--- src/rtl/riscv_mc_pkg.sv ---
// Shared types and encodings for the multicycle RV32I control path.
// States, opcodes and datapath mux select codes.
package riscv_mc_pkg;

  typedef enum logic [3:0] {
    FETCH    = 4'd0,
    DECODE   = 4'd1,
    MEMADR   = 4'd2,
    MEMREAD  = 4'd3,
    MEMWB    = 4'd4,
    MEMWRITE = 4'd5,
    EXECR    = 4'd6,
    ALUWB    = 4'd7,
    EXECI    = 4'd8,
    JAL      = 4'd9,
    BRANCH   = 4'd10,
    LUI      = 4'd11,
    AUIPC    = 4'd12,
    TRAP     = 4'd13
  } statetype_t;

  typedef enum logic [1:0] {
    ALUOP_ADD   = 2'd0,
    ALUOP_SUB   = 2'd1,
    ALUOP_FUNCT = 2'd2
  } aluop_t;

  localparam logic [6:0] OP_LOAD   = 7'b0000011;
  localparam logic [6:0] OP_STORE  = 7'b0100011;
  localparam logic [6:0] OP_RTYPE  = 7'b0110011;
  localparam logic [6:0] OP_ITYPE  = 7'b0010011;
  localparam logic [6:0] OP_BRANCH = 7'b1100011;
  localparam logic [6:0] OP_JAL    = 7'b1101111;
  localparam logic [6:0] OP_LUI    = 7'b0110111;
  localparam logic [6:0] OP_AUIPC  = 7'b0010111;

  localparam logic [1:0] SRCA_PC    = 2'b00;
  localparam logic [1:0] SRCA_OLDPC = 2'b01;
  localparam logic [1:0] SRCA_RS1   = 2'b10;
  localparam logic [1:0] SRCA_ZERO  = 2'b11;

  localparam logic [1:0] SRCB_RS2  = 2'b00;
  localparam logic [1:0] SRCB_IMM  = 2'b01;
  localparam logic [1:0] SRCB_FOUR = 2'b10;

  localparam logic [1:0] RES_ALUOUT = 2'b00;
  localparam logic [1:0] RES_DATA   = 2'b01;
  localparam logic [1:0] RES_ALURES = 2'b10;

  localparam logic [2:0] IMM_I = 3'b000;
  localparam logic [2:0] IMM_S = 3'b001;
  localparam logic [2:0] IMM_B = 3'b010;
  localparam logic [2:0] IMM_J = 3'b011;
  localparam logic [2:0] IMM_U = 3'b100;

  localparam logic [2:0] ALU_ADD = 3'b000;
  localparam logic [2:0] ALU_SUB = 3'b001;
  localparam logic [2:0] ALU_AND = 3'b010;
  localparam logic [2:0] ALU_OR  = 3'b011;
  localparam logic [2:0] ALU_XOR = 3'b100;
  localparam logic [2:0] ALU_SLT = 3'b101;

  function automatic logic [2:0] imm_sel(input logic [6:0] op);
    logic [2:0] s;
    s = IMM_I;
    unique case (1'b1)
      (op == OP_STORE):                     s = IMM_S;
      (op == OP_BRANCH):                    s = IMM_B;
      (op == OP_JAL):                       s = IMM_J;
      (op == OP_LUI) || (op == OP_AUIPC):   s = IMM_U;
      default:                              s = IMM_I;
    endcase
    return s;
  endfunction

endpackage

--- src/rtl/riscv_multicycle_ctrl_aludec.sv ---
// ALU operation decoder: ALUOp plus funct fields to ALUControl.
// Subtract only for R-type with funct7b5 set.
module riscv_mc_aludec
  import riscv_mc_pkg::*;
(
  input  aluop_t     aluop,
  input  logic [2:0] funct3,
  input  logic       funct7b5,
  input  logic       op5,
  output logic [2:0] alucontrol
);

  always_comb begin
    alucontrol = ALU_ADD;
    unique case (aluop)
      ALUOP_SUB: alucontrol = ALU_SUB;
      ALUOP_FUNCT: begin
        unique case (funct3)
          3'b000:  alucontrol = (op5 & funct7b5) ? ALU_SUB : ALU_ADD;
          3'b010:  alucontrol = ALU_SLT;
          3'b100:  alucontrol = ALU_XOR;
          3'b110:  alucontrol = ALU_OR;
          3'b111:  alucontrol = ALU_AND;
          default: alucontrol = ALU_ADD;
        endcase
      end
      default: alucontrol = ALU_ADD;
    endcase
  end

endmodule

--- src/rtl/riscv_multicycle_ctrl.sv ---
// Main control FSM for the shared-datapath multicycle RV32I core.
// Sequences fetch/decode/execute/memory/writeback, traps on bad opcodes.
module riscv_multicycle_ctrl
  import riscv_mc_pkg::*;
#(
  parameter int STATE_W = 4
) (
  input  logic               clk,
  input  logic               reset,
  input  logic [6:0]         op,
  input  logic [2:0]         funct3,
  input  logic               funct7b5,
  input  logic               Zero,
  input  logic               mem_ready,
  output logic               mem_req,
  output logic               MemWrite,
  output logic               AdrSrc,
  output logic               IRWrite,
  output logic               PCWrite,
  output logic               RegWrite,
  output logic [1:0]         ResultSrc,
  output logic [1:0]         ALUSrcA,
  output logic [1:0]         ALUSrcB,
  output logic [2:0]         ALUControl,
  output logic [2:0]         ImmSrc,
  output logic               illegal,
  output logic [STATE_W-1:0] dbg_state
);

  statetype_t state;
  aluop_t     aluop;
  logic       req, mw, irw, pcw, rw;
  logic       br_take;

  always_ff @(posedge clk) begin
    if (!reset) begin
      state   <= FETCH;
      illegal <= 1'b0;
    end else begin
      unique case (state)
        FETCH:    if (mem_ready) state <= DECODE;
        DECODE: begin
          unique case (1'b1)
            (op == OP_LOAD),
            (op == OP_STORE):  state <= MEMADR;
            (op == OP_RTYPE):  state <= EXECR;
            (op == OP_ITYPE):  state <= EXECI;
            (op == OP_BRANCH): state <= BRANCH;
            (op == OP_JAL):    state <= JAL;
            (op == OP_LUI):    state <= LUI;
            (op == OP_AUIPC):  state <= AUIPC;
            default: begin
              state   <= TRAP;
              illegal <= 1'b1;
            end
          endcase
        end
        MEMADR:   state <= op[5] ? MEMWRITE : MEMREAD;
        MEMREAD:  if (mem_ready) state <= MEMWB;
        MEMWB:    state <= FETCH;
        MEMWRITE: if (mem_ready) state <= FETCH;
        EXECR:    state <= ALUWB;
        ALUWB:    state <= FETCH;
        EXECI:    state <= ALUWB;
        JAL:      state <= ALUWB;
        BRANCH:   state <= FETCH;
        LUI:      state <= ALUWB;
        AUIPC:    state <= ALUWB;
        TRAP:     state <= TRAP;
        default:  state <= FETCH;
      endcase
    end
  end

  // Only beq/bne are supported; other branch funct3 never redirect.
  assign br_take = (Zero ^ funct3[0]) & ~funct3[2] & ~funct3[1];

  always_comb begin
    req       = 1'b0;
    mw        = 1'b0;
    irw       = 1'b0;
    pcw       = 1'b0;
    rw        = 1'b0;
    AdrSrc    = 1'b0;
    ResultSrc = RES_ALUOUT;
    ALUSrcA   = SRCA_PC;
    ALUSrcB   = SRCB_RS2;
    aluop     = ALUOP_ADD;
    unique case (state)
      FETCH: begin
        req       = 1'b1;
        ALUSrcB   = SRCB_FOUR;
        ResultSrc = RES_ALURES;
        irw       = mem_ready;
        pcw       = mem_ready;
      end
      DECODE: begin
        ALUSrcA = SRCA_OLDPC;
        ALUSrcB = SRCB_IMM;
      end
      MEMADR: begin
        ALUSrcA = SRCA_RS1;
        ALUSrcB = SRCB_IMM;
      end
      MEMREAD: begin
        req    = 1'b1;
        AdrSrc = 1'b1;
      end
      MEMWB: begin
        ResultSrc = RES_DATA;
        rw        = 1'b1;
      end
      MEMWRITE: begin
        req    = 1'b1;
        mw     = 1'b1;
        AdrSrc = 1'b1;
      end
      EXECR: begin
        ALUSrcA = SRCA_RS1;
        aluop   = ALUOP_FUNCT;
      end
      ALUWB: rw = 1'b1;
      EXECI: begin
        ALUSrcA = SRCA_RS1;
        ALUSrcB = SRCB_IMM;
        aluop   = ALUOP_FUNCT;
      end
      JAL: begin
        ALUSrcA = SRCA_OLDPC;
        ALUSrcB = SRCB_FOUR;
        pcw     = 1'b1;
      end
      BRANCH: begin
        ALUSrcA = SRCA_RS1;
        aluop   = ALUOP_SUB;
        pcw     = br_take;
      end
      LUI: begin
        ALUSrcA = SRCA_ZERO;
        ALUSrcB = SRCB_IMM;
      end
      AUIPC: begin
        ALUSrcA = SRCA_OLDPC;
        ALUSrcB = SRCB_IMM;
      end
      default: ;
    endcase
  end

  assign mem_req   = req & reset;
  assign MemWrite  = mw & reset;
  assign IRWrite   = irw & reset;
  assign PCWrite   = pcw & reset;
  assign RegWrite  = rw & reset;
  assign ImmSrc    = imm_sel(op);
  assign dbg_state = STATE_W'(state);

  riscv_mc_aludec u_aludec (
    .aluop      (aluop),
    .funct3     (funct3),
    .funct7b5   (funct7b5),
    .op5        (op[5]),
    .alucontrol (ALUControl)
  );

endmodule

--- config.mk ---
export PLATFORM = sky130hd
export DESIGN_NAME = riscv_multicycle_ctrl
export DESIGN_NICKNAME = d
export VERILOG_FILES = /design/src/rtl/riscv_mc_pkg.sv /design/src/rtl/riscv_multicycle_ctrl_aludec.sv /design/src/rtl/riscv_multicycle_ctrl.sv
export SDC_FILE = /design/constraint.sdc
export NUM_CORES = 1
export LEC_CHECK = 0
export BUFFER_PORTS_ARGS = -buffer_cell sky130_fd_sc_hd__buf_4
export CAP_MARGIN = 15
export CORE_MARGIN = 5
export CORE_UTILIZATION = 51
export DETAILED_ROUTE_END_ITERATION = 16
export PLACE_DENSITY = 0.84
export SYNTH_ARGS = -nofsm -noshare
export SYNTH_HDL_FRONTEND = slang
export SYNTH_HIERARCHICAL = 1
export SYNTH_SLANG_ARGS = --single-unit
--- constraint.sdc ---
create_clock -name clk -period 3.05 [get_ports clk]
set_clock_uncertainty 0.1 [all_clocks]
set_input_delay 0.4575 -clock clk [delete_from_list [all_inputs] [get_ports clk]]
set_output_delay 0.4575 -clock clk [all_outputs]
set_load 0.1 [all_outputs]
==> flow_metrics.py, run 1 <==
metrics = {
    "outcome": {
        "run_status": "finished, final reports clean",
    },
    "synth": {
        "synthesized_area_per_cell_um2": 7.06,
        "synth_sequential_area_ratio": 0.111,
        "netlist-cell-type-count": 49,
        "synth.top_cells.by_area": "dfxtp_1 (11%), a21oi_1 (6.6%), nor2_1 (5.4%), xor2_1 (4.8%), o21ai_0 (4.4%)",
        "synthesis.nets": 145,
        "postSynth.asyncResetShare": 0,
        "synth-warning-count": 6,
        "synth_seq_cells": 5,
        "yosys.area.top_type_share": 0.111,
        "postSynth.topFlopCell": "dfxtp_1",
        "mappedNetlistArea_um2": 903,
        "netlist.top_cell.by_area": "dfxtp_1",
        "syn-instance-count": 128,
        "synth_enable_flop_cells": 0,
    },
    "cells_and_area": {
        "layout_common_cells": "buf_4 (37), a21oi_1 (12), nor2_1 (10), nand2_1 (7), o21ai_0 (7)",
        "fillerInstances": 145,
        "finish.cell_count_without_fillers": 182,
        "most_common_library_cell_in_the_layout_ignoring_fill_and_taps": "buf_4",
        "area_of_the_multi_input_gates_um2": 788,
        "insertedDiodeCount": 0,
        "finalNetCount": 175,
        "area_growth_syn_to_layout_pct": 40.9,
        "seq_area_um2": 115,
        "final_layout_size_suffix_gt1_frac": 0.433,
    },
    "floorplanning": {
        "boundaryPins": 38,
        "die_height_um": 52.1,
        "core.rowCount": 15,
        "initial_utilization": 0.529,
        "die_w_um": 52.1,
        "core_um2": 1710,
        "die-area_um2": 2710,
    },
    "sta": {
        "fmaxAchievable_mhz": 369,
        "period_utilization": 0.889,
        "period_minus_slack_ns": 2.71,
        "slew_headroom": 0.717,
        "report.final.setup_viol": 0,
        "timing.final.hold_violations": 0,
        "worst_slew_pin_slew_ns": 0.425,
        "unrepaired_setup_endpoints_after_global_routing": "no",
        "final-max-slew-violation-count": 0,
        "final.setup.worst_slack_ns": 0.339,
    },
    "critical_path": {
        "delay_contributed_by_the_slowest_stage_of_the_critical_path_ns": 0.48,
        "critical_path_depth": 8,
        "data_arrival_at_the_endpoint_of_the_critical_path_ns": 2.15,
        "worstRegToRegCells": 5,
        "critical-path-top-cell-by-count": "nor2_1",
        "critical_path_fanout_max": 17,
        "timing.critical_path.required_ns": 2.49,
        "reg2reg_to": "dbg_state[2]",
        "crit_slowest_cell": "dfxtp_4",
        "critical_path.startpoint": "dbg_state[3]",
        "worst-path-buf-inv": 1,
        "r2r_slack_ns": 1.31,
        "worst_r2r_start": "dbg_state[1]",
        "critical_path_capture_point_type": "output port",
        "timing.setup.critical_path_class": "flop to output port",
        "critical_path.endpoint": "ALUControl[0]",
        "timing.critical_path.from_type": "flop",
        "crit_chain": "nand2b_1, nor2_1, a21oi_1, nor2_1, ha_1, nand2b_4, a221oi_4, buf_4",
        "critPathTopFamily": "simple AND/OR/NAND/NOR gates",
    },
    "clock_network": {
        "cts_tree": "yes",
        "postCtsResizedCells": 0,
        "cts.root.buffer_cell": "clkbuf_4",
        "cts-buffers-inserted": 3,
        "tritoncts_num_sinks": 5,
        "clk_path_buf_depth": 2,
        "clkLatencyLatePin_ns": 0.25,
        "h_tree_lvl_count": 1,
        "post_cts_buffers": 0,
        "cts-hold-fix-buffers": 0,
        "worst_setup_hold_path_clk_slew_ns": 0.05,
    },
    "worst_hold_path": {
        "hold_path_startpoint": "reset",
        "holdCritPathClass": "input port to flop",
    },
    "placement": {
        "numPlacedInstances": 178,
        "io_buffer_count": 37,
        "place.gp.congestion": 0.886,
        "detailedPlace.worstSlack_ns": 0.593,
        "place_hpwl_um": 1920,
    },
    "route": {
        "postRouteWirelength_um": 2480,
        "drt.antenna.violating_nets": 0,
        "drcViolationCount": 0,
        "via_per_inst": 5.73,
        "dr.pass1.iters": 4,
        "wire_length_per_cell_um": 13.6,
        "detailroute.via_count": 1042,
        "violation_count_after_the_first_detailed_routing_iteration": 30,
    },
    "global_route": {
        "first_global_vias": 988,
        "grt_util_all_layers": 0.205,
        "grt_overflow_total": 0,
        "grt_pass1_wl_um": 4240,
        "antenna_violations_before_repair": 0,
        "maximum_number_of_pins_on_one_net_before_global_route_repair": 27,
    },
    "flow_run": {
        "cap_violations": 0,
    },
}
==> final cells by class <==
| type | instances | share of cell area |
|---|---|---|
| Timing Repair Buffer | 37 | 0.218 |
| Inverter | 8 | 0.0256 |
| Clock inverter | 1 | 0.00393 |
| Tap cell | 25 | 0.0246 |
| Multi-Input combinational cell | 103 | 0.619 |
| Clock buffer | 3 | 0.0177 |
| Sequential cell | 5 | 0.0905 |
==> logic make-up (layout without fill, tap and decap cells) <==
| family | after synthesis | count (layout) | share of synthesized area |
|---|---|---|---|
| AND/OR/NAND/NOR | 53 | 53 | 0.346 |
| AO/OA/AOI/OAI | 41 | 41 | 0.328 |
| buffers and inverters | 20 | 49 | 0.119 |
| XOR/XNOR | 7 | 7 | 0.0679 |
| flip-flops | 5 | 5 | 0.111 |
| adder cells (fa/ha/maj) | 2 | 2 | 0.0277 |
==> worst min-delay path by stage <==
stage | to | slack (ns) | cells after the start
finish | illegal | 0.36 | 2
global route | illegal | 0.38 | 2
CTS | illegal | 0.36 | 2
detailed placement | illegal | 0.37 | 1
global placement | illegal | 0.35 | 1
floorplan | dbg_state[3] | 0.46 | 2
==> cell usage after synthesis, types with 2 or more instances <==
cell type,n
a211oi_1,3
a21boi_0,2
a21oi_1,12
and3_1,3
buf_2,6
buf_4,2
buf_6,2
clkbuf_1,2
dfxtp_1,5
ha_1,2
inv_1,6
nand2_1,7
nand2b_1,5
nand3_1,2
nor2_1,13
nor2b_1,6
nor3_1,4
o21ai_0,8
o221ai_1,2
or3_1,2
xnor2_1,2
xor2_1,5
==> worst reg2reg max path: stages, from the launching register on <==
cell and delay (ns):
dfxtp_4 0.47, nand2b_1 0.28, o21ai_0 0.20, a2111oi_2 0.29
o21ai_1 0.11, a22o_1 0.18
==> routing by layer <==
layer / track usage / up-vias / wire length [um]
met3: 0.0315 / 7 / 190
li1: - / 516 / -
met4: 0.131 / 0 / 65
met5: 0 / - / 0
met2: 0.339 / 49 / 1210
met1: 0.243 / 470 / 1020
==> registers in the layout, summed over array words and instances, names as in the netlist <==
register,count
illegal,1
dbg_state,4
==> metrics by stage <==
stage	hold slack [ns]	setup TNS, ns	instance area, um^2	utilization
after floorplan	0.462	-0.0681	1020	-
after global placement	0.349	0	1240	0.729
after detailed placement	0.368	0	1240	0.729
after CTS	0.364	0	1270	0.745
after global routing	0.383	0	1270	0.745
final	0.364	0	1270	0.745
Power of run 1 is not shown: default switching activity piles up to over one toggle a cycle in this logic, so the estimate is an artifact.
==> run 2, diff against run 1 <==
--- a/config.mk
+++ b/config.mk
@@ -7,6 +7,7 @@
 export LEC_CHECK = 0
 export BUFFER_PORTS_ARGS = -buffer_cell sky130_fd_sc_hd__buf_4
 export CAP_MARGIN = 15
+export CORE_ASPECT_RATIO = 0.8
 export CORE_MARGIN = 5
 export CORE_UTILIZATION = 51
 export DETAILED_ROUTE_END_ITERATION = 16
==> constraint.sdc (replaced) <==
create_clock -name clk -period 3.05 [get_ports clk]
set_clock_uncertainty 0.1 [all_clocks]
set_input_delay 0.305 -clock clk [delete_from_list [all_inputs] [get_ports clk]]
set_output_delay 0.305 -clock clk [all_outputs]
set_load 0.1 [all_outputs]
==> run 2 against run 1 <==
Effect of this change:
- first-iteration DRC count up 60%
- sequential share of layout area rose by 0.12 points
- critical path depth unchanged
- via count is essentially flat
==> flow_metrics.py, run 2 (synthesis results as in run 1) <==
metrics = {
    "placement": {
        "place.gp.congestion": 0.887,
        "numPlacedInstances": 175,
        "place_hpwl_um": 2010,
        "io_buffer_count": 37,
    },
    "cells_and_area": {
        "finish.cell_count_without_fillers": 179,
        "area_growth_syn_to_layout_pct": 39.1,
        "final_layout_size_suffix_gt1_frac": 0.408,
        "largest_register_ffs": 4,
        "finalNetCount": 175,
        "most_common_library_cell_in_the_layout_ignoring_fill_and_taps": "buf_4",
        "layout_common_cells": "buf_4 (37), a21oi_1 (12), nor2_1 (11), nand2_1 (7), o21ai_0 (7)",
        "insertedDiodeCount": 0,
    },
    "route": {
        "drcViolationCount": 0,
        "via_per_inst": 5.82,
        "postRouteWirelength_um": 2580,
        "violation_count_after_the_first_detailed_routing_iteration": 48,
        "wire_length_per_cell_um": 14.4,
        "dr.pass1.iters": 6,
        "detailroute.via_count": 1041,
        "drt.antenna.violating_nets": 0,
    },
    "global_route": {
        "grt_pass1_wl_um": 4200,
        "grt_util_all_layers": 0.195,
        "maximum_number_of_pins_on_one_net_before_global_route_repair": 27,
        "grt_overflow_total": 0,
        "antenna_violations_before_repair": 0,
        "first_global_vias": 947,
    },
    "critical_path": {
        "data_arrival_at_the_endpoint_of_the_critical_path_ns": 2.17,
        "critical_path_capture_point_type": "output port",
        "worstRegToRegCells": 5,
        "r2r_slack_ns": 1.30,
        "timing.setup.critical_path_class": "flop to output port",
        "critical_path_fanout_max": 17,
        "timing.critical_path.from_type": "flop",
        "timing.critical_path.required_ns": 2.64,
    },
    "sta": {
        "slew_headroom": 0.697,
        "fmaxAchievable_mhz": 388,
        "worst_slew_pin_slew_ns": 0.455,
        "unrepaired_setup_endpoints_after_global_routing": "no",
        "final-max-slew-violation-count": 0,
        "report.final.setup_viol": 0,
        "tns_ns": 0,
        "timing.final.hold_violations": 0,
        "period_minus_slack_ns": 2.57,
        "period_utilization": 0.844,
    },
    "worst_hold_path": {
        "holdCritPathClass": "input port to flop",
        "holdPathStages": 3,
    },
    "clock_network": {
        "cts_tree": "yes",
        "cts-buffers-inserted": 3,
        "cts.root.buffer_cell": "clkbuf_4",
        "worst_setup_hold_path_clk_slew_ns": 0.05,
        "clkLatencyLatePin_ns": 0.25,
        "cts-hold-fix-buffers": 0,
        "postCtsResizedCells": 0,
        "h_tree_lvl_count": 1,
        "post_cts_buffers": 0,
        "tritoncts_num_sinks": 5,
        "clk_path_buf_depth": 2,
    },
    "floorplanning": {
        "boundaryPins": 38,
        "die_w_um": 57.1,
        "die_height_um": 47.6,
        "core.rowCount": 13,
        "initial_utilization": 0.544,
        "die-area_um2": 2720,
        "core_um2": 1660,
    },
    "flow_run": {
        "cap_violations": 0,
    },
    "outcome": {
        "run_status": "finished, final reports clean",
    },
}
[run 2: final cells by class]
class                      count  area [um^2]
sequential                     5          115
fill                         144          403
multi-input combinational    103          777
inverter                       8         32.5
clock buffer                   4         26.3
timing repair buffer          37          278
tap                           22         27.5
[run 2: path summary, 6_finish.rpt]
kind | start | endpoint
setup / recovery | dbg_state[3] | ALUControl[0]
setup reg to reg | dbg_state[1] | dbg_state[2]
hold / removal | reset | dbg_state[3]
hold reg to reg | illegal | illegal
[run 2: worst max-delay path: stages, from the launching register on]
cell and delay, ns:
dfxtp_4 0.48, nand2b_1 0.20, nor2_1 0.13, a21oi_1 0.05
nor2_1 0.15, ha_1 0.24, nand2b_4 0.08, a221oi_4 0.25
buf_4 0.33
[run 2: per-layer routing]
| metal | vias up | GRT usage | wire length, um |
|---|---|---|---|
| met5 | - | 0 | 0 |
| met4 | 0 | 0.0556 | 21 |
| met3 | 4 | 0.0189 | 183 |
| met2 | 38 | 0.351 | 1180 |
| met1 | 472 | 0.256 | 1190 |
| li1 | 527 | - | - |
[run 2: per-stage QoR]
stage	util	instance area (um^2)	setup slack, ns	hold WS [ns]
3_5_place_dp	0.741	1230	0.742	0.381
5_1_grt	0.757	1260	0.305	0.230
4_1_cts	0.757	1260	0.471	0.220
3_3_place_gp	0.741	1230	0.802	0.351
2_1_floorplan	-	1000	0.0364	0.309
6_report	0.757	1260	0.475	0.219
Power of run 2 is left out for the same reason.
